--- config.mk ---
export PLATFORM = sky130hd
export DESIGN_NAME = dmem_wait_ctrl
export DESIGN_NICKNAME = d
export VERILOG_FILES = /design/src/rtl/dmem_pkg.sv /design/src/rtl/dmem_wait_ctrl_wsram.sv /design/src/rtl/dmem_wait_ctrl.sv
export SDC_FILE = /design/constraint.sdc
export NUM_CORES = 2
export LEC_CHECK = 0
export BUFFER_PORTS_ARGS = -buffer_cell sky130_fd_sc_hd__buf_2
export CORE_MARGIN = 4
export CORE_UTILIZATION = 56
export CTS_CLUSTER_DIAMETER = 150
export CTS_CLUSTER_SIZE = 25
export DETAILED_ROUTE_END_ITERATION = 16
export HOLD_SLACK_MARGIN = 0.05
export MAX_ROUTING_LAYER = met4
export PLACE_DENSITY_LB_ADDON = 0.3
export SLEW_MARGIN = 20
export SYNTH_ARGS = -nofsm -noshare
export SYNTH_HDL_FRONTEND = slang
export SYNTH_SLANG_ARGS = --single-unit
--- constraint.sdc ---
create_clock -name clk -period 3.8 [get_ports clk]
set_input_delay 0.57 -clock clk [delete_from_list [all_inputs] [get_ports clk]]
set_output_delay 0.57 -clock clk [all_outputs]
set_load 0.02 [all_outputs]
--- src/rtl/dmem_pkg.sv ---
// dmem_pkg: shared types, constants and request checking for the wait-state data memory
package dmem_pkg;

    typedef enum logic [1:0] {IDLE, WAIT, DONE} state_t;

    localparam int LAT_W = 4;

    function automatic logic req_legal(input logic rd, input logic wr, input logic [31:0] addr, input int depth);
        return (rd ^ wr) && (addr[1:0] == 2'b00) && ({2'b00, addr[31:2]} < 32'(depth));
    endfunction

endpackage

--- src/rtl/dmem_wait_ctrl_wsram.sv ---
// wsram: word RAM with one registered write port and one combinational read port, never cleared
module wsram #(
    parameter int DEPTH = 64,
    parameter int AW    = $clog2(DEPTH)
) (
    input  logic          clk,
    input  logic          we,
    input  logic [AW-1:0] waddr,
    input  logic [31:0]   wdata,
    input  logic [AW-1:0] raddr,
    output logic [31:0]   rdata
);

    logic [31:0] mem [DEPTH];

    // write commits on the clock edge ending the write cycle
    always_ff @(posedge clk) begin
        if (we) mem[waddr] <= wdata;
    end

    assign rdata = mem[raddr];

endmodule

--- src/rtl/dmem_wait_ctrl.sv ---
// dmem_wait_ctrl: wait-state data memory controller that stalls the core for a fixed latency
module dmem_wait_ctrl
    import dmem_pkg::*;
#(
    parameter int DEPTH = 64,
    parameter int LAT   = 2
) (
    input  logic        clk,
    input  logic        reset,
    input  logic        req_rd,
    input  logic        req_wr,
    input  logic [31:0] req_addr,
    input  logic [31:0] req_wdata,
    output logic        stall,
    output logic [31:0] rdata,
    output logic        rvalid,
    output logic        err,
    output logic [15:0] acc_cnt
);

    localparam int AW = $clog2(DEPTH);

    state_t           state, next_state;
    logic [LAT_W-1:0] cnt;
    logic [AW-1:0]    idx, req_idx, ram_addr;
    logic [31:0]      wdat, ram_wdata, ram_rd, rdata_q;
    logic             is_wr, legal, accept, lat0_rd, lat0_wr, cap, we, done_acc;

    assign req_idx = req_addr[AW+1:2];

    wsram #(.DEPTH(DEPTH), .AW(AW)) u_ram (
        .clk   (clk),
        .we    (we),
        .waddr (ram_addr),
        .wdata (ram_wdata),
        .raddr (ram_addr),
        .rdata (ram_rd)
    );

    // request decode; in IDLE the RAM is addressed by the live request, afterwards by the latched one
    always_comb begin
        legal     = req_legal(req_rd, req_wr, req_addr, DEPTH);
        accept    = state == IDLE && legal && LAT != 0;
        lat0_rd   = state == IDLE && legal && LAT == 0 && req_rd;
        lat0_wr   = state == IDLE && legal && LAT == 0 && req_wr;
        cap       = lat0_rd || (accept && LAT == 1 && req_rd) || (state == WAIT && cnt == LAT_W'(1) && !is_wr);
        we        = reset && (lat0_wr || (state == DONE && is_wr));
        done_acc  = lat0_rd || lat0_wr || state == DONE;
        ram_addr  = state == IDLE ? req_idx : idx;
        ram_wdata = state == IDLE ? req_wdata : wdat;
    end

    // state register
    always_ff @(posedge clk) begin
        if (!reset) state <= IDLE;
        else state <= next_state;
    end

    // counter holds LAT-1 after acceptance and reaches 0 as DONE is entered; LAT=1 skips WAIT
    always_comb begin
        next_state = state == IDLE ? (accept ? (LAT == 1 ? DONE : WAIT) : IDLE)
                   : state == WAIT ? (cnt == LAT_W'(1) ? DONE : WAIT)
                   : IDLE;
    end

    // outputs; status strobes are held low while reset is asserted
    always_comb begin
        stall  = reset && (accept || state == WAIT);
        rvalid = reset && (lat0_rd || (state == DONE && !is_wr));
        err    = reset && state == IDLE && (req_rd || req_wr) && !legal;
        rdata  = lat0_rd ? ram_rd : rdata_q;
    end

    // latch the accepted request, run the wait counter, capture read data and count completions
    always_ff @(posedge clk) begin
        if (!reset) begin
            cnt     <= '0;
            rdata_q <= '0;
            acc_cnt <= '0;
        end else begin
            if (accept) begin
                idx   <= req_idx;
                wdat  <= req_wdata;
                is_wr <= req_wr;
                cnt   <= LAT_W'(LAT - 1);
            end else if (state == WAIT) begin
                cnt <= cnt - LAT_W'(1);
            end
            if (cap) rdata_q <= ram_rd;
            if (done_acc) acc_cnt <= acc_cnt + 16'd1;
        end
    end

endmodule

==> flow_metrics.py <==
metrics = {
    "run_status": {
        "status": "complete, no violations",
    },
    "yosys": {
        "yosys.area.top_type_share_pct": 77.3,
        "synth_area_mm2": 0.0811,
        "ys_top_cells_by_area": "edfxtp_1, mux2i_1, a22oi_1",
        "synth_top_area_cell": "edfxtp_1",
        "synth_nets": 4893,
        "synthDistinctLibCells": 79,
        "ys_seq_area_share_pct": 78.6,
        "synthFlopType": "edfxtp_1",
        "ys_ff_latch": 2141,
        "synthCells": 4821,
        "avgSynthCellArea_um2": 16.8,
        "yosysWarnings": 0,
        "synthArstFlopShare_pct": 0,
        "synth_enable_flop_cells": 2087,
    },
    "worst_setup_path": {
        "critPathLaunch": "state[1]",
        "worstPathRequired_ns": 4.44,
        "crit_path_top_delay_cell": "a21boi_1",
        "cp.arrival_ns": 4.38,
        "end_kind": "flip-flop",
        "critical-path-top-delay-family": "compound AO/OA/AOI/OAI gates",
        "slowest_delay_ns": 0.77,
        "path_common_cell": "buf_4",
        "crit_path_max_fanout": 33,
        "r2r-start": "state[1]",
        "criticalPathCategory": "flip-flop to flip-flop",
        "crit_chain": "buf_4 -> or3b_4 -> nand2_8 -> buf_12 -> buf_4 -> mux2i_1 -> o22ai_1 -> o21ai_0 -> buf_4 -> a21boi_1 -> a31oi_1",
        "cp_num_buf_inv": 4,
        "critPathLaunchType": "flip-flop",
    },
    "clock_network": {
        "cts_num_sinks": 2141,
        "cts-htree-levels": 3,
        "cts.clk_slew.worst_paths_ns": 0.10,
        "clk-insertion-delay-late_ns": 0.78,
        "cts_made_buffers": 95,
        "cts_root_buffer": "clkbuf_16",
        "cts_tree": "yes",
        "clockBufferDepth": 3,
    },
    "timing": {
        "rsz0062_at_grt": "no",
        "min_period_ns": 3.74,
        "hold_viol_final": 0,
        "clock-skew-final_ns": 0.0506,
        "fmax_mhz": 268,
        "setup_viol": 0,
        "worst_slack_ns": 0.0650,
        "final.period_utilization_pct": 98.3,
        "worstMarginPinSlew_ns": 1.16,
        "drv_slew": 0,
        "timing.slew.headroom_pct": 22.9,
        "fin_hold_ws_ns": 0.104,
    },
    "drt": {
        "met1_length_um": 93100,
        "dr.max_layer_used": "met4",
        "first_iter_violations": 10289,
        "routedWlPerCell_um": 39.9,
        "ant_nets": 0,
        "via_per_inst": 7.31,
        "vias": 52692,
        "first_pass_iters": 10,
        "drc_errors": 0,
        "drt-total-wl_um": 288000,
        "route.met2.wl_um": 125000,
        "dr_wl_met3_um": 48600,
    },
    "placed_design": {
        "dp_slack_ns": -0.0798,
        "hpwl_um": 171000,
        "io_buffers": 118,
        "place.gp.congestion": 0.948,
    },
    "hold_path": {
        "hold_class": "input port to flip-flop",
        "holdCritStartpoint": "req_addr[4]",
    },
    "run": {
        "max_cap_violations": 0,
    },
    "finish": {
        "drive_gt1_share_pct": 16.3,
        "nets": 5287,
        "final_cell_mix": "edfxtp_1, nand2_1, a22oi_1, buf_4, mux2i_1",
        "final_common_cell": "edfxtp_1",
        "fillCellCount": 9913,
        "areaGrowthSynthToFinish_pct": 13.0,
    },
    "pwr": {
        "pwr_density_cell_mw_per_mm2": 440,
        "vdd_drop_max_v": 0.000440,
        "p_leak_nw": 29.5,
        "power_w": 0.0403,
    },
    "global_route": {
        "grt_max_degree": 65,
        "grt_pass1_vias": 49144,
        "antenna_found_initial": 14,
        "grt-ovfl-total": 0,
        "grt_first_pass_wirelength_um": 391000,
        "track_usage_pct": 38.4,
    },
    "floorplan": {
        "die_width_um": 388,
        "num_io_pins": 119,
        "coreArea_mm2": 0.144,
        "die_area_mm2": 0.151,
        "row_count": 139,
        "die_h_um": 388,
        "start_util_pct": 56.4,
    },
}
-- flip-flops by register name, summed over array words and instances (netlist names) --
| register | count |
|---|---|
| wdat | 32 |
| rdata | 32 |
| idx | 6 |
| is_wr | 1 |
| u_ram.mem | 2048 |
| cnt | 4 |
| state | 2 |
| acc_cnt | 16 |
-- cell usage after synthesis, types with 64 or more instances --
| library cell | instances |
|---|---|
| a21oi_1 | 140 |
| a22o_1 | 64 |
| a22oi_1 | 321 |
| a31oi_1 | 86 |
| buf_2 | 118 |
| clkbuf_1 | 137 |
| edfxtp_1 | 2087 |
| mux2i_1 | 311 |
| nand2_1 | 395 |
| nand3_1 | 66 |
| nor2_1 | 105 |
| o21ai_0 | 236 |
| o22ai_1 | 127 |
-- final timing paths --
path | end | slack [ns] | cells after the start
worst min-delay path | idx[2] | 0.10 | 1
worst max-delay path | rdata[27] | 0.06 | 11
worst max register to register | rdata[27] | 0.06 | 11
worst min register to register | cnt[1] | 0.51 | 2
-- per-stage QoR --
stage	util [%]	area, um^2	cells	TNS [ns]
2_1_floorplan	-	81100	4821	-85.53
3_3_place_gp	61.5	88300	6982	-0.652
3_5_place_dp	61.5	88300	6982	-0.0798
4_1_cts	63.7	91500	7193	0
5_1_grt	63.7	91600	7204	0
6_report	63.8	91600	7209	0
-- power by group --
group          total, W     switching [W]  internal (W)
sequential       0.0258  0.00000000000321        0.0258
clock            0.0121           0.00713       0.00496
combinational   0.00239           0.00167      0.000720
-- layout make-up --
| cell class | instances | area (um^2) | share of cell area [%] |
|---|---|---|---|
| Sequential cell | 2141 | 63800 | 69.6 |
| Multi-Input combinational cell | 2368 | 16700 | 18.3 |
| Timing Repair Buffer | 601 | 5870 | 6.41 |
| Clock buffer | 171 | 2750 | 3.00 |
| Tap cell | 1903 | 2380 | 2.60 |
| Clock inverter | 3 | 43.8 | 0.0478 |
| Antenna cell | 14 | 35.0 | 0.0383 |
| Inverter | 8 | 30.0 | 0.0328 |
-- layer usage --
layer  global-route usage (%)  up-vias
li1                         -    20185
met1                     49.1    26172
met2                     54.9     5254
met3                     12.1     1081
met4                     21.9        0
met5                        -        -
-- timing repair --
item | 4_1_cts | 5_1_grt
setup endpoints to repair | 2 | 29
hold endpoints to repair | 37 | 0
pin swaps | 0 | 0
gates resized for setup | 2 | 1
hold buffers | 37 | 0
buffers inserted | 0 | 2
-- kinds of logic after synthesis --
family | Yosys count | share of synthesized area (%)
AO/OA/AOI/OAI | 1233 | 10.5
buffers and inverters | 312 | 1.76
adder cells (fa/ha/maj) | 4 | 0.0617
XOR/XNOR | 16 | 0.173
multiplexers | 368 | 4.64
AND/OR/NAND/NOR | 747 | 4.21
flip-flops | 2141 | 78.6
-- worst reg2reg max path: stages (launching register included) --
cell and delay, ns:
dfxtp_1 0.46, buf_4 0.23, or3b_4 0.41, nand2_8 0.35
buf_12 0.36, buf_4 0.22, mux2i_1 0.22, o22ai_1 0.09
o21ai_0 0.17, buf_4 0.15, a21boi_1 0.77, a31oi_1 0.17
No activity file was read; power rests on OpenSTA's default activity.
